## config.mk

```make
export PLATFORM = sky130hd
export DESIGN_NAME = intersection_sequencer_flat
export DESIGN_NICKNAME = d
export VERILOG_FILES = /design/src/rtl/intersection_sequencer_if.sv /design/src/rtl/intersection_sequencer.sv /design/src/flat_wrapper.sv
export SDC_FILE = /design/constraint.sdc
export NUM_CORES = 1
export LEC_CHECK = 0
export CORE_UTILIZATION = 39
export DETAILED_ROUTE_END_ITERATION = 10
export PLACE_DENSITY = 0.59
export SETUP_SLACK_MARGIN = 0.02
export SLEW_MARGIN = 0
export SYNTH_ARGS = -nofsm -noshare
export SYNTH_HDL_FRONTEND = slang
export SYNTH_SLANG_ARGS = --single-unit
```

## constraint.sdc

```tcl
create_clock -name CLK -period 3.56 [get_ports CLK]
set_clock_uncertainty 0.2 [all_clocks]
set_input_delay 1.068 -clock CLK [delete_from_list [all_inputs] [get_ports CLK]]
set_output_delay 1.068 -clock CLK [all_outputs]
set_load 0.01 [all_outputs]
```

## src/rtl/intersection_sequencer_if.sv

```systemverilog
// Lamp/sensor bundle for the intersection sequencer.
// master drives en, sensors and buttons; slave drives lamps and phase.
interface intersection_sequencer_if;
  logic       en;
  logic       sens_th;
  logic       sens_nn;
  logic       sens_ns;
  logic       btn_th;
  logic       btn_nn;
  logic       btn_ns;
  logic [2:0] th_lamp;
  logic [2:0] n_lamp;
  logic [1:0] turn_th;
  logic [1:0] turn_nn;
  logic [1:0] ped_lamp;
  logic [2:0] phase;

  modport master (
    output en, sens_th, sens_nn, sens_ns,
    output btn_th, btn_nn, btn_ns,
    input  th_lamp, n_lamp, turn_th, turn_nn,
    input  ped_lamp, phase
  );

  modport slave (
    input  en, sens_th, sens_nn, sens_ns,
    input  btn_th, btn_nn, btn_ns,
    output th_lamp, n_lamp, turn_th, turn_nn,
    output ped_lamp, phase
  );
endinterface

```

## src/rtl/intersection_sequencer.sv

```systemverilog
// Demand-actuated phase controller for a four-way intersection.
// Ports: CLK, async active-low reset, io (slave): en/sensors/buttons in, lamps/phase out.
module intersection_sequencer #(
  parameter int TICKS_PER_MS = 10,
  parameter int T_ALLRED     = 2000,
  parameter int T_YELLOW     = 3000,
  parameter int T_MIN_GREEN  = 10000,
  parameter int T_MAX_GREEN  = 40000,
  parameter int T_WALK       = 8000,
  parameter int T_FLASH      = 500
) (
  input  logic                     CLK,
  input  logic                     reset,
  intersection_sequencer_if.slave  io
);

  typedef enum logic [2:0] {
    ALLRED    = 3'd0,
    TH_GREEN  = 3'd1,
    TH_YELLOW = 3'd2,
    N_GREEN   = 3'd3,
    N_YELLOW  = 3'd4,
    PED_WALK  = 3'd5,
    FLASH     = 3'd6
  } state_e;

  localparam int PW =
    (TICKS_PER_MS > 1) ? $clog2(TICKS_PER_MS) : 1;
  localparam logic [PW-1:0] PRE_MAX =
    PW'(TICKS_PER_MS - 1);
  localparam logic [15:0] ALLRED_T = 16'(T_ALLRED);
  localparam logic [15:0] YEL_T    = 16'(T_YELLOW);
  localparam logic [15:0] MIN_T    = 16'(T_MIN_GREEN);
  localparam logic [15:0] MAX_T    = 16'(T_MAX_GREEN);
  localparam logic [15:0] WALK_T   = 16'(T_WALK);
  localparam logic [15:0] FLASH_T  = 16'(T_FLASH);

  // bit 6 = en, 5..3 = sensors th/nn/ns, 2..0 = buttons.
  // en syncs out of reset as enabled so a clean
  // reset begins in ALLRED rather than FLASH.
  localparam logic [6:0] SYNC_RST = 7'b100_0000;

  logic [6:0]    sync1_q, sync2_q;
  logic [PW-1:0] presc_q, presc_d;
  logic [15:0]   elapsed_q, elapsed_d;
  logic [15:0]   elapsed_n;
  state_e        state_q, state_d;
  logic          ped_req_q, ped_req_d;
  logic          last_q, last_d;
  logic          from_walk_q, from_walk_d;
  logic          flash_on_q, flash_on_d;
  logic [2:0]    th_lamp_q, th_lamp_d;
  logic [2:0]    n_lamp_q, n_lamp_d;
  logic [1:0]    turn_th_q, turn_th_d;
  logic [1:0]    turn_nn_q, turn_nn_d;
  logic [1:0]    ped_lamp_q, ped_lamp_d;

  logic en_s, th_s, nn_s, ns_s, btn_any;
  logic ms_tick, restart;
  logic cross_th, cross_n;
  logic walk_entry;

  assign en_s    = sync2_q[6];
  assign th_s    = sync2_q[5];
  assign nn_s    = sync2_q[4];
  assign ns_s    = sync2_q[3];
  assign btn_any = |sync2_q[2:0];

  assign ms_tick = (presc_q == PRE_MAX);
  assign presc_d = ms_tick ? '0 : presc_q + PW'(1);

  // Elapsed value as of the coming edge; timed
  // exits fire on the edge that reaches T, so a
  // state lasts exactly T ticks.
  assign elapsed_n =
    (ms_tick && elapsed_q != 16'hFFFF)
      ? elapsed_q + 16'd1 : elapsed_q;

  assign cross_th = nn_s | ns_s | ped_req_q;
  assign cross_n  = th_s | ped_req_q;

  always_comb begin
    state_d     = state_q;
    last_d      = last_q;
    from_walk_d = from_walk_q;
    flash_on_d  = flash_on_q;
    restart     = 1'b0;
    if (!en_s) begin
      if (state_q != FLASH) begin
        state_d    = FLASH;
        flash_on_d = 1'b1;
      end else if (elapsed_n == FLASH_T) begin
        flash_on_d = ~flash_on_q;
        restart    = 1'b1;
      end
    end else begin
      unique case (state_q)
        ALLRED: begin
          if (elapsed_n == ALLRED_T) begin
            if (ped_req_q && !from_walk_q)
              state_d = PED_WALK;
            else if (!last_q)
              state_d = N_GREEN;
            else
              state_d = TH_GREEN;
          end
        end
        TH_GREEN: begin
          if (cross_th &&
              ((elapsed_n >= MIN_T && !th_s) ||
               elapsed_n >= MAX_T))
            state_d = TH_YELLOW;
        end
        TH_YELLOW: begin
          if (elapsed_n == YEL_T)
            state_d = ALLRED;
        end
        N_GREEN: begin
          if (cross_n &&
              ((elapsed_n >= MIN_T && !nn_s && !ns_s) ||
               elapsed_n >= MAX_T))
            state_d = N_YELLOW;
        end
        N_YELLOW: begin
          if (elapsed_n == YEL_T)
            state_d = ALLRED;
        end
        PED_WALK: begin
          if (elapsed_n == WALK_T)
            state_d = ALLRED;
        end
        FLASH: begin
          state_d = ALLRED;
          last_d  = 1'b1;
        end
        default: state_d = ALLRED;
      endcase
    end
    if (state_d != state_q)
      restart = 1'b1;
    if (state_d == TH_GREEN && state_q != TH_GREEN)
      last_d = 1'b0;
    if (state_d == N_GREEN && state_q != N_GREEN)
      last_d = 1'b1;
    if (state_d == ALLRED && state_q != ALLRED)
      from_walk_d = (state_q == PED_WALK);
  end

  assign elapsed_d = restart ? 16'd0 : elapsed_n;

  // A button seen on the walk-entry edge keeps the
  // request alive.
  assign walk_entry =
    (state_d == PED_WALK) && (state_q != PED_WALK);
  assign ped_req_d =
    btn_any | (ped_req_q & ~walk_entry);

  always_comb begin
    th_lamp_d  = 3'b001;
    n_lamp_d   = 3'b001;
    turn_th_d  = 2'b01;
    turn_nn_d  = 2'b01;
    ped_lamp_d = 2'b01;
    unique case (state_d)
      TH_GREEN: begin
        th_lamp_d = 3'b100;
        turn_th_d = 2'b10;
      end
      TH_YELLOW: th_lamp_d = 3'b010;
      N_GREEN: begin
        n_lamp_d  = 3'b100;
        turn_nn_d = 2'b10;
      end
      N_YELLOW: n_lamp_d   = 3'b010;
      PED_WALK: ped_lamp_d = 2'b10;
      FLASH: begin
        th_lamp_d = {1'b0, flash_on_d, 1'b0};
        n_lamp_d  = {1'b0, flash_on_d, 1'b0};
      end
      default: ;
    endcase
  end

  always_ff @(posedge CLK or negedge reset) begin
    if (!reset) begin
      sync1_q     <= SYNC_RST;
      sync2_q     <= SYNC_RST;
      presc_q     <= '0;
      elapsed_q   <= '0;
      state_q     <= ALLRED;
      ped_req_q   <= 1'b0;
      last_q      <= 1'b1;
      from_walk_q <= 1'b0;
      flash_on_q  <= 1'b0;
      th_lamp_q   <= 3'b001;
      n_lamp_q    <= 3'b001;
      turn_th_q   <= 2'b01;
      turn_nn_q   <= 2'b01;
      ped_lamp_q  <= 2'b01;
    end else begin
      sync1_q     <= {io.en, io.sens_th,
                      io.sens_nn, io.sens_ns,
                      io.btn_th, io.btn_nn,
                      io.btn_ns};
      sync2_q     <= sync1_q;
      presc_q     <= presc_d;
      elapsed_q   <= elapsed_d;
      state_q     <= state_d;
      ped_req_q   <= ped_req_d;
      last_q      <= last_d;
      from_walk_q <= from_walk_d;
      flash_on_q  <= flash_on_d;
      th_lamp_q   <= th_lamp_d;
      n_lamp_q    <= n_lamp_d;
      turn_th_q   <= turn_th_d;
      turn_nn_q   <= turn_nn_d;
      ped_lamp_q  <= ped_lamp_d;
    end
  end

  assign io.th_lamp  = th_lamp_q;
  assign io.n_lamp   = n_lamp_q;
  assign io.turn_th  = turn_th_q;
  assign io.turn_nn  = turn_nn_q;
  assign io.ped_lamp = ped_lamp_q;
  assign io.phase    = state_q;

endmodule

```

## src/flat_wrapper.sv

```systemverilog
// flat-port wrapper written by rule: the top's interface ports become plain ports
module intersection_sequencer_flat 
#(
  parameter int TICKS_PER_MS = 10,
  parameter int T_ALLRED     = 2000,
  parameter int T_YELLOW     = 3000,
  parameter int T_MIN_GREEN  = 10000,
  parameter int T_MAX_GREEN  = 40000,
  parameter int T_WALK       = 8000,
  parameter int T_FLASH      = 500
)
  (CLK, reset, io_en, io_sens_th, io_sens_nn, io_sens_ns, io_btn_th, io_btn_nn, io_btn_ns, io_th_lamp, io_n_lamp, io_turn_th, io_turn_nn, io_ped_lamp, io_phase);
  intersection_sequencer_if io_i ();
  input  logic CLK;
  input  logic reset;
  input wire logic [$bits(io_i.en)-1:0] io_en;
  input wire logic [$bits(io_i.sens_th)-1:0] io_sens_th;
  input wire logic [$bits(io_i.sens_nn)-1:0] io_sens_nn;
  input wire logic [$bits(io_i.sens_ns)-1:0] io_sens_ns;
  input wire logic [$bits(io_i.btn_th)-1:0] io_btn_th;
  input wire logic [$bits(io_i.btn_nn)-1:0] io_btn_nn;
  input wire logic [$bits(io_i.btn_ns)-1:0] io_btn_ns;
  output wire logic [$bits(io_i.th_lamp)-1:0] io_th_lamp;
  output wire logic [$bits(io_i.n_lamp)-1:0] io_n_lamp;
  output wire logic [$bits(io_i.turn_th)-1:0] io_turn_th;
  output wire logic [$bits(io_i.turn_nn)-1:0] io_turn_nn;
  output wire logic [$bits(io_i.ped_lamp)-1:0] io_ped_lamp;
  output wire logic [$bits(io_i.phase)-1:0] io_phase;
  assign io_i.en = io_en;
  assign io_i.sens_th = io_sens_th;
  assign io_i.sens_nn = io_sens_nn;
  assign io_i.sens_ns = io_sens_ns;
  assign io_i.btn_th = io_btn_th;
  assign io_i.btn_nn = io_btn_nn;
  assign io_i.btn_ns = io_btn_ns;
  assign io_th_lamp = io_i.th_lamp;
  assign io_n_lamp = io_i.n_lamp;
  assign io_turn_th = io_i.turn_th;
  assign io_turn_nn = io_i.turn_nn;
  assign io_ped_lamp = io_i.ped_lamp;
  assign io_phase = io_i.phase;
  intersection_sequencer #(.TICKS_PER_MS(TICKS_PER_MS), .T_ALLRED(T_ALLRED), .T_YELLOW(T_YELLOW), .T_MIN_GREEN(T_MIN_GREEN), .T_MAX_GREEN(T_MAX_GREEN), .T_WALK(T_WALK), .T_FLASH(T_FLASH)) u_core (.CLK(CLK), .reset(reset), .io(io_i));
endmodule
```

==> results by group <==
Floorplan
  – # IOs: 24
  – Starting Density: 0.403
  – Die X-Extent: around 94 um
  – Core Area: 8180 um2
  – Die Ht: 93.9 um
  – Std cell rows: 33
  – Die footprint: 8820 um2

Place
  – Cell Area, Placed: 4350 um2
  – Post-DP HPWL: 6.73 mm
  – GPL Wtd Cong: 0.998
  – Worst slack, placed: -152 ps
  – PortBufs: 23

Clock network
  – Clk Latency, worst-skew pair: 330 ps
  – Hold buffer count at CTS: 0
  – Clk slew on worst S/H paths: 100 ps
  – CTS tree: done
  – # clock sinks: 53
  – Htree depth: 2
  – Clock root cell: clkbuf_8
  – Maximum root-to-sink buffer count: 2
  – TritonCTS buffer count: 5

Synth
  – Synth warn: 0
  – Syn_area_per_cell: a little under 10 um2
  – Distinct cell type count after synthesis: 76
  – Post-Synthesis Cell Area: about 3300 um2
  – Number of synthesized register bits: 53
  – Synth Instances: 335
  – Syn_nets: 345
  – Sequential area share after synthesis: 0.406
  – Async S/R FF share, synth: 1.00
  – Post-synth top flop: dfrtp_1
  – EDFF count, synth: 0

Outcome
  – Violated checks: negative setup slack
  – Outcome: complete, but fails checks

Timing
  – Hold Violations, Final: 0
  – RSZ-0062 raised after global routing: yes
  – Post-layout min period: 3930 ps
  – Slew Viols, Final: 0
  – Final worst setup slack: -368 ps
  – Tightest Pin Transition: 942 ps
  – Final period util: 1.10
  – Max Freq: 255 MHz
  – Slew headroom: 0.372
  – Final setup viols: 29

GRT
  – Global routing usage on met2: 0.361
  – Met3 usage: 0.0413
  – Initial antenna violation count: 0
  – Tot GR Track Use: 0.237
  – M1 GR Usage: 0.330
  – Top Usage Layer GRT: met2
  – First-pass GRT wire length: between 15 and 20 mm
  – Vias in the first global route: 3,079
  – Largest net degree at the start of global routing: 44
  – Grt total ovfl: 0

Layout
  – Fraction of layout cells with a size suffix above 1: 0.500
  – Final core utilization: 0.619
  – Nets: 471
  – Fin area: 5060 um2
  – Area growth syn-to-layout: 53.6%
  – Ant. Diodes: 0

Pwr
  – Peak VDD IR: 153 uV
  – PwrDens: 225 nW/um2
  – LEAKAGE: about 2 nW

Drt
  – Avg WL per Cell: roughly 18 um
  – Drt initial violations: 394
  – Final WL: 10.4 mm
  – Routed Antenna Nets: 0
  – Via-per-instance ratio: just under 6
  – Vias: about 3.3k
  – Detailed Routing Iterations Pass 1: 6
  – DRC: 0

Run
  – Max Cap Violations: 0

Critical path
  – Crit path DAT: 3950 ps
  – Worst Setup End Kind: register
  – Worst setup SP type: register
  – Critical Path Fanout Max: 8
  – Slowest-stage cell, CP: or4b_4
  – Crit path kind: reg -> reg
  – Crit path cell chain: nand4bb_1, buf_4, buf_4, nor3b_1, nand2_1, o31ai_1, o21ai_2, nor3_2, o32ai_4, or4b_4, mux2i_4, clkbuf_16, nor3_2
  – Data required, critical path: between 3000 and 4000 ps
  – Critical path's largest stage delay: 570 ps

Worst hold path
  – Worst hold path class: reg -> reg
[per-stage QoR]
| stage | cells | power (mW) | hold WS (ps) | TNS [ps] |
|---|---|---|---|---|
| 2_1_floorplan | 335 | 0.693 | 131 | -648 |
| 5_1_grt | 567 | 1.18 | 162 | -9610 |
| 3_3_place_gp | 541 | 0.750 | 133 | -2900 |
| 3_5_place_dp | 541 | 0.752 | 135 | -2960 |
| 6_report | 567 | 1.14 | 155 | -6990 |
| 4_1_cts | 560 | 1.12 | 157 | -2290 |
[cell families after synthesis]
group                    count (synthesis)  share of synthesized area
AO/OA/AOI/OAI                           75                      0.179
XOR/XNOR                                18                     0.0479
adder cells (fa/ha/maj)                  1                    0.00380
buffers and inverters                   32                     0.0464
flip-flops                              53                      0.406
multiplexers                             5                     0.0194
AND/OR/NAND/NOR                        151                      0.297
[path summary, 6_finish.rpt]
| check | depth (start not counted) | slack (ps) | to | startpoint |
|---|---|---|---|---|
| hold reg to reg | 0 | 150 | u_core.sync2_q[1]$_DFF_PN0_ | u_core.sync1_q[1]$_DFF_PN0_ |
| hold / removal | 0 | 150 | u_core.sync2_q[1]$_DFF_PN0_ | u_core.sync1_q[1]$_DFF_PN0_ |
| max in group asynchronous | 2 | 1720 | u_core.elapsed_q[0]$_DFF_PN0_ | reset |
| setup / recovery | 13 | -370 | u_core.elapsed_q[15]$_DFF_PN0_ | u_core.presc_q[1]$_DFF_PN0_ |
| min in group asynchronous | 1 | 660 | u_core.from_walk_q$_DFFE_PN0P_ | reset |
| setup reg to reg | 13 | -370 | u_core.elapsed_q[15]$_DFF_PN0_ | u_core.presc_q[1]$_DFF_PN0_ |
[cells in the mapped netlist (3+ instances only)]
cell / number / area share
nor2_1: 23 / 0.026
or2_2: 3 / 0.0057
and4_1: 4 / 0.011
o21ai_1: 5 / 0.0076
and2_1: 4 / 0.0076
and3_1: 6 / 0.011
nand3_1: 12 / 0.018
o21ai_0: 10 / 0.015
o31ai_1: 7 / 0.016
nand4_1: 8 / 0.015
nand2_1: 23 / 0.026
xnor2_1: 13 / 0.035
or3_1: 4 / 0.0076
inv_1: 12 / 0.014
a211oi_1: 5 / 0.011
dfstp_2: 8 / 0.064
o21a_1: 4 / 0.0091
a31oi_1: 4 / 0.0076
a21oi_1: 10 / 0.015
nor3_1: 21 / 0.032
nand3b_1: 3 / 0.0068
nor3_2: 11 / 0.033
buf_2: 8 / 0.012
dfrtp_1: 45 / 0.34
clkbuf_1: 7 / 0.0080
nor3b_1: 3 / 0.0068
o31a_1: 3 / 0.0080
xor2_1: 5 / 0.013
mux2i_1: 3 / 0.0091
nor4_1: 3 / 0.0057
[sequential cells by signal (all words and copies together) (netlist names)]
signal and cells:
u_core.elapsed_q 16, u_core.sync1_q 7, u_core.sync2_q 7, u_core.presc_q 4, u_core.io.n_lamp 3, u_core.io.phase 3
u_core.io.th_lamp 3, u_core.io.ped_lamp 2, u_core.io.turn_nn 2, u_core.io.turn_th 2, u_core.flash_on_q 1, u_core.from_walk_q 1
u_core.last_q 1, u_core.ped_req_q 1
[final cells by class]
class                      instances  area, um2
fill                             651       3120
tap                              105        131
clock buffer                       6       72.6
timing repair buffer             138       1210
multi-input combinational        250       2250
inverter                          13       48.8
sequential                        53       1340
clock inverter                     2       13.8
[placed cells by master (no fill, tap or decap), types with 4 or more instances in the layout]
cell and instances:
nor3_1 11, xnor2_1 11, a21oi_1 6, nand4_1 8
nor2_1 17, o21a_1 4, dfrtp_1 43, nor2_2 4
clkdlybuf4s50_1 22, nor4_4 4, inv_1 11, buf_4 99
or3_1 4, nor3_2 19, clkbuf_8 5, nand2_1 21
dfstp_2 8, nand3_1 10, buf_6 10, o31ai_1 4
and3_1 4, o21ai_0 6, o21ai_2 7
[per-layer routing]
| layer | up-vias | share of wire |
|---|---|---|
| li1 | 1511 | - |
| met4 | 0 | 0.035 |
| met5 | - | 0 |
| met3 | 33 | 0.066 |
| met2 | 176 | 0.47 |
| met1 | 1598 | 0.43 |
[power by group]
group	total [mW]	switching (mW)	internal (mW)
sequential	0.628	0.0105	0.617
clock	0.365	0.224	0.141
combinational	0.147	0.0792	0.0677
[worst max-delay path: cells and delay by family, from the launching register on]
family,cells,cell delay [ps]
simple gates,6,1520
compound gates,3,790
buf+inv,3,600
flops,1,420
mux,1,290
[what timing repair did]
action,4_1_cts,5_1_grt
gates resized for setup,36,60
cloned,1,1
endpoints found under the setup margin,32,33
pin swaps,10,29
setup buffers,10,8
Power figures use the tool's default switching activity.
